<file path="src/rtl/cp0_vic.sv">
// cp0_vic: coprocessor-0 with N_IRQ edge-detected interrupt lines.
// Each line has its own mask bit. Line 0 has the highest priority. Entry jumps
// to a per-line vector inside the handler base (EHBR).
// Jump interface: jump_en is a one-cycle request. jump_addr is meaningful only
// while jump_en=1. The PC logic must accept it in that cycle; there is no
// back-pressure, and the cycle is gated earlier through ir_en.
module cp0_vic #(
    parameter int N_IRQ       = 4,
    parameter int VEC_SHIFT   = 4,
    parameter int ADDR_STATUS = 12,
    parameter int ADDR_CAUSE  = 13,
    parameter int ADDR_EPC    = 14,
    parameter int ADDR_EHBR   = 15
) (
    input  logic             clk,
    input  logic             rst_n,
    input  logic [1:0]       oper,
    input  logic [4:0]       addr_r,
    output logic [31:0]      data_r,
    input  logic [4:0]       addr_w,
    input  logic [31:0]      data_w,
    input  logic             ir_en,
    input  logic [N_IRQ-1:0] irq_in,
    input  logic [31:0]      ret_addr,
    output logic             jump_en,
    output logic [31:0]      jump_addr,
    output logic             irq_taken
);

    localparam logic [1:0] OP_STORE = 2'b01;
    localparam logic [1:0] OP_ERET  = 2'b10;
    localparam logic [4:0] A_STATUS = 5'(ADDR_STATUS);
    localparam logic [4:0] A_CAUSE  = 5'(ADDR_CAUSE);
    localparam logic [4:0] A_EPC    = 5'(ADDR_EPC);
    localparam logic [4:0] A_EHBR   = 5'(ADDR_EHBR);

    logic             ie;
    logic             exl;
    logic [N_IRQ-1:0] im;
    logic [N_IRQ-1:0] ip;
    logic [N_IRQ-1:0] irq_prev;
    logic [4:0]       code;
    logic [31:0]      epc;
    logic [31:0]      ehbr;

    logic [N_IRQ-1:0] irq_edge;
    logic [N_IRQ-1:0] masked;
    logic [N_IRQ-1:0] clr_taken;
    logic [N_IRQ-1:0] cause_w1c;
    logic [N_IRQ-1:0] ip_next;
    logic [4:0]       sel_id;
    logic [31:0]      vec_off;
    logic             req;
    logic             op_ok;
    logic             do_store;
    logic             do_eret;

    assign irq_edge = irq_in & ~irq_prev;
    assign masked   = ip & im;
    assign req      = ir_en & ie & ~exl & (|masked);
    // An entry in the same cycle swallows whatever operation was presented.
    assign op_ok    = ir_en & ~req;
    assign do_store = op_ok && (oper == OP_STORE);
    assign do_eret  = op_ok && (oper == OP_ERET);
    assign vec_off  = 32'(sel_id) << VEC_SHIFT;

    // Fixed priority: lowest-numbered pending and unmasked line wins.
    always_comb begin
        sel_id = '0;
        for (int i = N_IRQ - 1; i >= 0; i--) begin
            if (masked[i]) sel_id = 5'(i);
        end
    end

    // Pending update: a fresh edge always beats a clear in the same cycle.
    always_comb begin
        clr_taken = req ? (N_IRQ'(1) << sel_id) : '0;
        cause_w1c = (do_store && addr_w == A_CAUSE) ? data_w[8 +: N_IRQ] : '0;
        ip_next   = (ip & ~(clr_taken | cause_w1c)) | irq_edge;
    end

    // Read port: shows the current register state, so a store becomes visible the next cycle.
    always_comb begin
        data_r = '0;
        if (addr_r == A_STATUS) begin
            data_r[0]          = ie;
            data_r[1]          = exl;
            data_r[8 +: N_IRQ] = im;
        end else if (addr_r == A_CAUSE) begin
            data_r[8 +: N_IRQ] = ip;
            data_r[6:2]        = code;
        end else if (addr_r == A_EPC) begin
            data_r = epc;
        end else if (addr_r == A_EHBR) begin
            data_r = ehbr;
        end
    end

    // Edge history and pending bits. Capture runs regardless of ir_en and the masks.
    always_ff @(posedge clk or negedge rst_n) begin
        if (!rst_n) begin
            irq_prev <= '0;
            ip       <= '0;
        end else begin
            irq_prev <= irq_in;
            ip       <= ip_next;
        end
    end

    // Architectural registers: an entry has priority over a store or an ERET.
    always_ff @(posedge clk or negedge rst_n) begin
        if (!rst_n) begin
            ie   <= 1'b0;
            exl  <= 1'b0;
            im   <= '0;
            code <= '0;
            epc  <= '0;
            ehbr <= '0;
        end else if (req) begin
            epc  <= ret_addr;
            exl  <= 1'b1;
            code <= sel_id;
        end else if (do_store) begin
            if (addr_w == A_STATUS) begin
                ie  <= data_w[0];
                exl <= data_w[1];
                im  <= data_w[8 +: N_IRQ];
            end else if (addr_w == A_EPC) begin
                epc <= data_w;
            end else if (addr_w == A_EHBR) begin
                ehbr <= data_w;
            end
        end else if (do_eret) begin
            exl <= 1'b0;
        end
    end

    // Jump request pulses. jump_addr keeps its last target between requests.
    always_ff @(posedge clk or negedge rst_n) begin
        if (!rst_n) begin
            jump_en   <= 1'b0;
            irq_taken <= 1'b0;
            jump_addr <= '0;
        end else begin
            jump_en   <= req | do_eret;
            irq_taken <= req;
            if (req) begin
                jump_addr <= ehbr + vec_off;
            end else if (do_eret) begin
                jump_addr <= epc;
            end
        end
    end

endmodule

</file>
<file path="config.mk">
export PLATFORM = sky130hd
export DESIGN_NAME = cp0_vic
export DESIGN_NICKNAME = d
export VERILOG_FILES = /design/src/rtl/cp0_vic.sv
export SDC_FILE = /design/constraint.sdc
export NUM_CORES = 1
export LEC_CHECK = 0
export ABC_AREA = 1
export CORE_MARGIN = 4
export CORE_UTILIZATION = 58
export DETAILED_ROUTE_END_ITERATION = 10
export DONT_BUFFER_PORTS = 1
export HOLD_SLACK_MARGIN = 0.06
export PLACE_DENSITY_LB_ADDON = 0.15
export SLEW_MARGIN = 20
export SYNTH_ARGS = -nofsm -noshare
export SYNTH_HDL_FRONTEND = slang
export SYNTH_SLANG_ARGS = --single-unit
</file>
<file path="constraint.sdc">
create_clock -name clk -period 1.7 [get_ports clk]
set_input_delay 0.255 -clock clk [delete_from_list [all_inputs] [get_ports clk]]
set_output_delay 0.255 -clock clk [all_outputs]
set_load 0.03 [all_outputs]
</file>
==> results.md, run 1 <==
- CTS HTree Levels: 4
- Status: stopped before the end
- CTS Buf Count: 17
- Post-Syn Area per Cell: 7.75 sq um
- Sink Count: 114
- Synth top area cells: dfrtp_1 (46%), nand2_1 (12%), inv_1 (5.9%), o21ai_0 (5.0%), nand3_1 (4.7%)
- YS warnings: 0
- Horiz. Die Dim: about 110 um
- Worst endpoint type: register data pin
- Syn nets: 885
- Post-synth EDFFs: 0
- Post-synthesis async set-or-reset flop share: 1.00
- Die Span Y: 111 um
- Ys flop type: dfrtp_1
- Netlist Area Pre-Place: 6200 sq um
- Post-detail-place hpwl: between 15000 and 20000 um
- IO Count: 149
- Synth area leader: dfrtp_1
- I/O Buffers: 0
- Synth cell types: 33
- CTS Buffer Depth: 2
- Post-place setup slack: -0.366 ns
- Row count: 37
- Yosys top cell area share: 0.460
- Largest net degree at the start of global routing: about 120
- Synth Register Bits: 114
- Clk root buf: clkbuf_8
- Post-synthesis cell count: 800
- Tool error: [ERROR DPL-0038] Utilization greater than 100%, impossible to legalize
- Fail Step: global routing
- RePlAce Congestion: about 0.99
- Worst_ep grt: ip[2]$_DFF_PN0_/D
- Starting density of the core: 0.598
- Register area share after synthesis: 0.460
timing repair:
action	4_1_cts
cloned	4
hold buffers	68
setup endpoints to repair	129
pin swaps	17
resized for setup	155
endpoints found under the hold margin	192
buffers inserted	22
cell families after synthesis:
| group | synth area share |
|---|---|
| buf+inv | 0.0918 |
| fa+ha+maj | 0.00403 |
| xor+xnor | 0.00706 |
| simple gates | 0.258 |
| flops | 0.460 |
| compound gates | 0.179 |
stage by stage:
stage / hold slack, ns / area, sq um / instances / TNS [ns] / util
after global placement: -0.0381 / 7320 / 1023 / -12.16 / 0.706
after CTS: -0.597 / 9370 / 1146 / -13.19 / 0.903
after floorplan: -0.0406 / 6300 / 800 / -2.84 / -
after detailed placement: -0.0380 / 7320 / 1023 / -20.06 / 0.706
synth_stat cells, types with 6 or more instances:
cell / number
nand4_1: 13
nor2_1: 46
nor3_1: 15
nor4_1: 11
o22ai_1: 32
o21ai_0: 62
nand2_1: 202
a22oi_1: 19
o211ai_1: 10
o21ai_1: 9
dfrtp_1: 114
clkbuf_1: 25
a21oi_1: 9
buf_6: 6
inv_1: 98
a21oi_2: 23
nand3_1: 58
nor2_2: 19
==> inputs of run 2 (changes only) <==
Settings changed: CORE_UTILIZATION 58 to 40, HOLD_SLACK_MARGIN 0.06 to not set.
Clock period 1.7 ns to 2.2 ns, I/O delays scaled along.
==> run 2 against run 1 <==
Compared with the run above:
- the flow now finishes, with violations (negative hold slack)
- area after synthesis unchanged
- synthesized cell count is the same
==> results.md, run 2 <==
- Row count: 45 (+22%)
- Max FO, Critical Path: 41
- DRC viols: 0
- Drt initial violations: 624
- Worst setup path start: im[3]
- Failing checks: negative hold slack
- Hold buffers post-CTS: 4 (-94%)
- Later-pin clock latency in the skew report: 0.42 ns
- Crit path top cell by count: nand2_1
- Achievable clock frequency: 500 MHz
- FF-to-FF setup slack: 0.20 ns
- Syn nets: 885 (unchanged)
- CTS tree: done
- Power Density: between 900 and 1000 nW/um^2
- Register area share after synthesis: 0.460 (unchanged)
- Crit-path cells: nand2_1 > nand2_1 > o21ai_4 > nand2_2 > or3_4 > buf_12 > nor2_1 > a21oi_2
- Synth cell types: 33 (unchanged)
- Worst hold slack: -0.397 ns
- Final WL: 22700 um
- Crit path capture: ehbr[2]
- Commonest cells after routing, fill and taps aside: nand2_1 (198), dfrtp_1 (114), inv_1 (97)
- Post-detail-place hpwl: 16700 um (+3.6%)
- Antenna Violating Nets Remaining: 0
- Diode count: 0
- First-pass DRT Iterations: 7
- Synth area leader: dfrtp_1
- Total chip power: 6.99 mW
- CP Class: reg -> reg
- Count leader, synth: nand2_1
- CTS Buffer Depth: 2 (unchanged)
- IO Count: 149 (unchanged)
- YS warnings: 0 (unchanged)
- Vias in the first global route: 5983
- Post-synthesis async set-or-reset flop share: 1.00 (unchanged)
- Ys flop type: dfrtp_1
- Fill count: 1529
- Horiz. Die Dim: 133 um (+19%)
- Die Span Y: 133 um (+19%)
- Post-synth EDFFs: 0 (unchanged)
- Final hold violation count: 114
- Worst EP required: 2.50 ns
- RePlAce Congestion: 0.902 (-8.6%)
- Startpoint types: flip-flop
- Core Area: 15200 sq um
- Worst reg2reg path endpoint: ehbr[2]
- CP max stage cell: dfrtp_1
- Die area: 17600 sq um
- Routed len/inst: 21.6 um
- NumNets Final: 937
- Comb power frac: 0.147
- Starting density of the core: 0.408 (-0.190)
- Clk pwr share: 0.404
- Nature of the critical path endpoint: flip-flop
- Hold WC Path Type: in -> async
- Share of layout cells above drive strength 1: 0.178
- Synth top area cells: dfrtp_1 (46%), nand2_1 (12%), inv_1 (5.9%), o21ai_0 (5.0%), nand3_1 (4.7%)
- Setup violations, final: 0
- Biggest regs: ehbr (32), epc (32), jump_addr (32)
- Yosys top cell area share: 0.460 (unchanged)
- CP peak stage delay: approximately 0.43 ns
- Clk slew on worst S/H paths: roughly 0.060 ns
- Setup TNS: 0 ns
- First-pass GRT wire length: 35300 um
- Netlist Area Pre-Place: 6200 sq um (unchanged)
- All-layer global routing usage: 0.261
- Slew @ Worst Pin: 0.889 ns
- Sink Count: 114 (unchanged)
- Leakage: 3.61 nW
- Worst Clk Skew: around 0.0057 ns
- FF-to-FF path depth: 8
- Clk root buf: clkbuf_16
- Post-synthesis cell count: 800 (unchanged)
- Max Cap Viol: 0
- Initial antenna violation count: 0
- Reg power frac: 0.449
- Slew HR: 0.406
- Max Slew Vio Count: 0
- Switching part of the total: 0.332
- CP arrival: 2.30 ns
- Most frequent cells after synthesis: nand2_1 (202), dfrtp_1 (114), inv_1 (98)
- Vias post-DR: 5996
- VDD IR max: 577 uV
- Reg2Reg Launch Point: im[3]
- I/O Buffers: 0 (unchanged)
- CTS Buf Count: 17 (unchanged)
- NetSw: ~2.3 mW
- GRT Residual Overflow: 0
- Vias/cell: 5.69
- Area Overhead vs Synth: 20.6%
- Post-route core utilization: 0.492
- Tcrit/Tclk final: 0.908
- Post-Syn Area per Cell: 7.75 sq um (unchanged)
- Commonest non-fill, non-tap cell in the layout: nand2_1
- CTS HTree Levels: 4 (unchanged)
- Minimum clock period: 2.00 ns
- Status: finished, violations left
- Pint: roughly 4.7 mW
- Largest net degree at the start of global routing: 115
- Synth Register Bits: 114 (unchanged)
- RSZ-0062 raised after global routing: no
run 2: layout make-up:
class	instances	area [sq um]	share of cell area
Clock buffer	23	498	0.0666
Clock inverter	9	103	0.0137
Inverter	99	372	0.0497
Multi-Input combinational cell	549	2810	0.376
Sequential cell	114	2850	0.381
Tap cell	188	235	0.0314
Timing Repair Buffer	71	606	0.0810
run 2: metal layers:
layer | GRT usage | part of all wire | vias up | wire (um)
li1 | - | - | 2785 | -
met1 | 0.373 | 0.46 | 2923 | 10400
met2 | 0.382 | 0.44 | 250 | 10100
met3 | 0.0745 | 0.079 | 38 | 1800
met4 | 0.0843 | 0.023 | 0 | 517
met5 | 0 | 0 | - | 0
run 2: how the worst min path moves through the flow:
stage / startpoint / slack, ns / cells past startpoint / to
floorplan: rst_n / 0.03 / 0 / code[0]
global placement: rst_n / 0.04 / 0 / jump_addr[3]
detailed placement: rst_n / 0.04 / 0 / irq_taken
CTS: rst_n / -0.41 / 0 / irq_taken
global route: rst_n / -0.42 / 0 / ehbr[2]
finish: rst_n / -0.40 / 0 / epc[3]
run 2: power groups by stage:
stage | clock (mW) | combinational, mW | sequential [mW]
after floorplan | 0 | 0.700 | 3.04
after global placement | 0 | 0.978 | 3.17
after detailed placement | 0 | 0.992 | 3.17
after CTS | 2.86 | 1.01 | 3.14
after global routing | 2.96 | 1.17 | 3.18
final | 2.83 | 1.03 | 3.14
run 2: logic make-up after synthesis:
group | after synthesis | synth area share
AO/OA/AOI/OAI | 173 | 0.179
XOR/XNOR | 5 | 0.00706
adder cells (fa/ha/maj) | 2 | 0.00403
buffers and inverters | 137 | 0.0918
flip-flops | 114 | 0.460
AND/OR/NAND/NOR | 369 | 0.258
run 2: worst max-delay path, delay by kind of cell (launching register included):
kind	cells	cell delay [ns]
DFF	1	0.43
AOI/OAI and AO/OA	2	0.26
and+or+nand+nor	5	0.95
buffers and inverters	1	0.22
run 2: metrics by stage:
| step | hold slack, ns | setup slack, ns | instance area, sq um | instances |
|---|---|---|---|---|
| 3_5_place_dp | 0.0385 | -0.0402 | 6800 | 1014 |
| 3_3_place_gp | 0.0390 | 0.0157 | 6800 | 1014 |
| 6_report | -0.397 | 0.202 | 7480 | 1053 |
| 4_1_cts | -0.408 | 0.0948 | 7440 | 1050 |
| 5_1_grt | -0.415 | 0.00146 | 7480 | 1053 |
| 2_1_floorplan | 0.0344 | 0.276 | 6200 | 800 |
run 2: what timing repair did:
action                                  4_1_cts  5_1_grt
gates resized for setup                       1        7
endpoints found under the hold margin       118      114
endpoints found under the setup margin        3       13
setup buffers                                 0        3
gates cloned                                  0        0
pin swaps                                     0        1
Power figures use the tool's default switching activity.
==> inputs of run 3 (changes only) <==
Settings changed: CORE_MARGIN 4 to not set.
Clock period 2.2 ns to 2 ns, I/O delays scaled along.
==> run 3 against run 2 <==
Compared with the run above:
- clock skew is 0.0033 ns higher
- register-to-register slack worse by 0.14 ns
- total power is 6.7% higher
- clock power hardly changed
- die area is 8.9% lower
- non-clock buffer count is 16 higher
- clock-buffer cell count is 3 lower
- critical path type is now reg -> out
- worst setup slack worse by 0.16 ns
- final cell count is 1.3% higher
- utilization is 1.7 points higher
- the flow still finishes with violations (negative hold slack)
- sequential share of layout area is 1.1 points lower
==> results.md, run 3 (synthesis gave the netlist of run 2 again) <==
- Power Density: 969 nW/um^2 (+3.6%)
- Hold WC Path Type: in -> async
- Hold buffers post-CTS: 4 (unchanged)
- Crit path capture: data_r[9]
- Worst hold slack: -0.420 ns (-0.0236 ns)
- First-pass DRT Iterations: 6 (-1)
- Final WL: 22100 um (-2.7%)
- CTS Buffer Depth: 2 (unchanged)
- Switching part of the total: 0.343 (+0.0108)
- Row count: 45 (unchanged)
- Startpoint types: flip-flop
- FF-to-FF path depth: 10 (+2)
- Slew HR: 0.577 (+0.170)
- Diode count: 0 (unchanged)
- Routed len/inst: 20.7 um (-4.0%)
- Max FO, Critical Path: 4 (-90%)
- IO Count: 149 (unchanged)
- Worst reg2reg path endpoint: epc[24]
- GRT Residual Overflow: 0 (unchanged)
- Worst setup path start: ehbr[9]
- CTS Buf Count: 17 (unchanged)
- CTS tree: done
- VDD IR max: 655 uV (+13%)
- First-pass GRT wire length: 33800 um (-4.3%)
- Die Span Y: 127 um (-4.5%)
- RePlAce Congestion: 0.951 (+5.4%)
- Clk pwr share: 0.377 (-0.027)
- Total chip power: 7.46 mW (+6.7%)
- Post-detail-place hpwl: 16100 um (-3.7%)
- Area of the multi-input gates: 2920 sq um (+3.7%)
- Biggest regs: ehbr (32), epc (32), jump_addr (32)
- RSZ-0062 raised after global routing: yes
- Antenna Violating Nets Remaining: 0 (unchanged)
- Vias/cell: 5.65 (-0.79%)
- Largest net degree at the start of global routing: 115 (unchanged)
- Pint: 4.91 mW (+5.0%)
- DRC viols: 0 (unchanged)
- Share of layout cells above drive strength 1: 0.214 (+0.0358)
- Status: finished, violations left
- Reg power frac: 0.460 (+0.011)
- Reg2Reg Launch Point: im[3]
- Final hold violation count: 114 (unchanged)
- Clk root buf: clkbuf_16
- FF-to-FF setup slack: 0.06 ns (-0.14 ns)
- CTS HTree Levels: 4 (unchanged)
- Later-pin clock latency in the skew report: 0.42 ns (about the same)
- Sink Count: 114 (unchanged)
- Slew @ Worst Pin: 0.634 ns (-0.255 ns)
- Core Area: 15100 sq um (-0.37%)
- Commonest non-fill, non-tap cell in the layout: nand2_1
- I/O Buffers: 0 (unchanged)
- Vias in the first global route: 5883 (-1.7%)
- Vias post-DR: 6028 (+0.53%)
- Max Slew Vio Count: 0 (unchanged)
- Achievable clock frequency: 511 MHz
- NumNets Final: 953 (+1.7%)
- Minimum clock period: 1.96 ns
- Die area: 16000 sq um (-8.9%)
- Starting density of the core: 0.409 (+0.00152)
- Sequential cell area: 2850 sq um (unchanged)
- Leakage: 3.70 nW (+2.5%)
- Max Cap Viol: 0 (unchanged)
- Tcrit/Tclk final: 0.978
- Commonest cells after routing, fill and taps aside: nand2_1 (187), dfrtp_1 (114), inv_1 (95)
- Drt initial violations: 575 (-7.9%)
- Area Overhead vs Synth: 24.2%
- Worst EP required: 1.70 ns (-0.80 ns)
- Setup violations, final: 0 (unchanged)
- Failing checks: negative hold slack
- NetSw: 2.56 mW (+10%)
- Horiz. Die Dim: 127 um (-4.5%)
- Initial antenna violation count: 0 (unchanged)
- Post-route core utilization: 0.509 (+0.0165)
- Nature of the critical path endpoint: primary output
- All-layer global routing usage: 0.282 (+0.0216)
- Fill count: 1483 (-3.0%)
- CP arrival: 1.66 ns (-0.64 ns)
- Clk slew on worst S/H paths: 0.05 ns (about the same)
- CP Class: reg -> out
- Worst Clk Skew: 0.00894 ns (+0.00328 ns)
- Comb power frac: 0.163 (+0.016)
==> run 3: cell types whose count changed in the layout (fill, tap and decap cells not counted), moves of 3 or more <==
cell,previous run,this run
buf_12,5,8
nand2_1,198,187
buf_4,62,72
clkbuf_8,5,1
o21ai_0,62,56
nand2_2,5,11
nand2_4,1,6
o21ai_1,9,14
==> run 3: repair_timing <==
action                     in CTS  in global routing
buffers inserted                0                  3
pin swaps                       0                  8
gates resized for setup         5                 40
gates cloned                    0                  1
hold endpoints to repair      118                114
setup endpoints to repair      11                 65
==> run 3: worst min path at each step <==
stage | cells after the start | slack (ns) | end
finish | 0 | -0.42 | irq_taken
global route | 0 | -0.44 | irq_taken
CTS | 0 | -0.44 | code[0]
detailed placement | 0 | 0.007 | irq_taken
global placement | 0 | 0.008 | irq_taken
floorplan | 0 | 0.004 | code[0]
==> run 3: stage by stage <==
stage,worst slack (ns),instance area [sq um],cells,TNS [ns]
6_report,0.0434,7700,1067,0
5_1_grt,-0.0664,7700,1067,-0.346
4_1_cts,0.0103,7530,1063,0
3_5_place_dp,-0.110,6950,1029,-0.570
3_3_place_gp,-0.0442,6950,1029,-0.0788
2_1_floorplan,0.136,6200,800,0
==> run 3: per-layer routing <==
metal | GRT usage | vias to the layer above | share of wire
met3 | 0.0683 | 32 | 0.081
met2 | 0.417 | 256 | 0.44
li1 | - | 2812 | -
met5 | 0 | - | 0
met1 | 0.404 | 2928 | 0.46
met4 | 0.0957 | 0 | 0.018
==> run 3: area by class of cell <==
type                       instances  share of cell area
timing repair buffer              87               0.102
clock inverter                    10              0.0115
inverter                          99              0.0482
multi-input combinational        549               0.379
tap                              188              0.0305
clock buffer                      20              0.0580
sequential                       114               0.370
==> run 3: worst max-delay path: stages, from the launching register on <==
cell and delay (ns):
dfrtp_1 0.43, inv_1 0.18, o22ai_1 0.12, a221o_1 0.35
buf_12 0.16
==> run 3: power by group through the flow <==
stage | logic (mW) | clock network (mW) | registers [mW]
2_1_floorplan | 0.770 | 0 | 3.35
3_3_place_gp | 1.11 | 0 | 3.46
3_5_place_dp | 1.14 | 0 | 3.47
4_1_cts | 1.15 | 2.84 | 3.43
5_1_grt | 1.36 | 2.93 | 3.50
6_report | 1.22 | 2.81 | 3.44
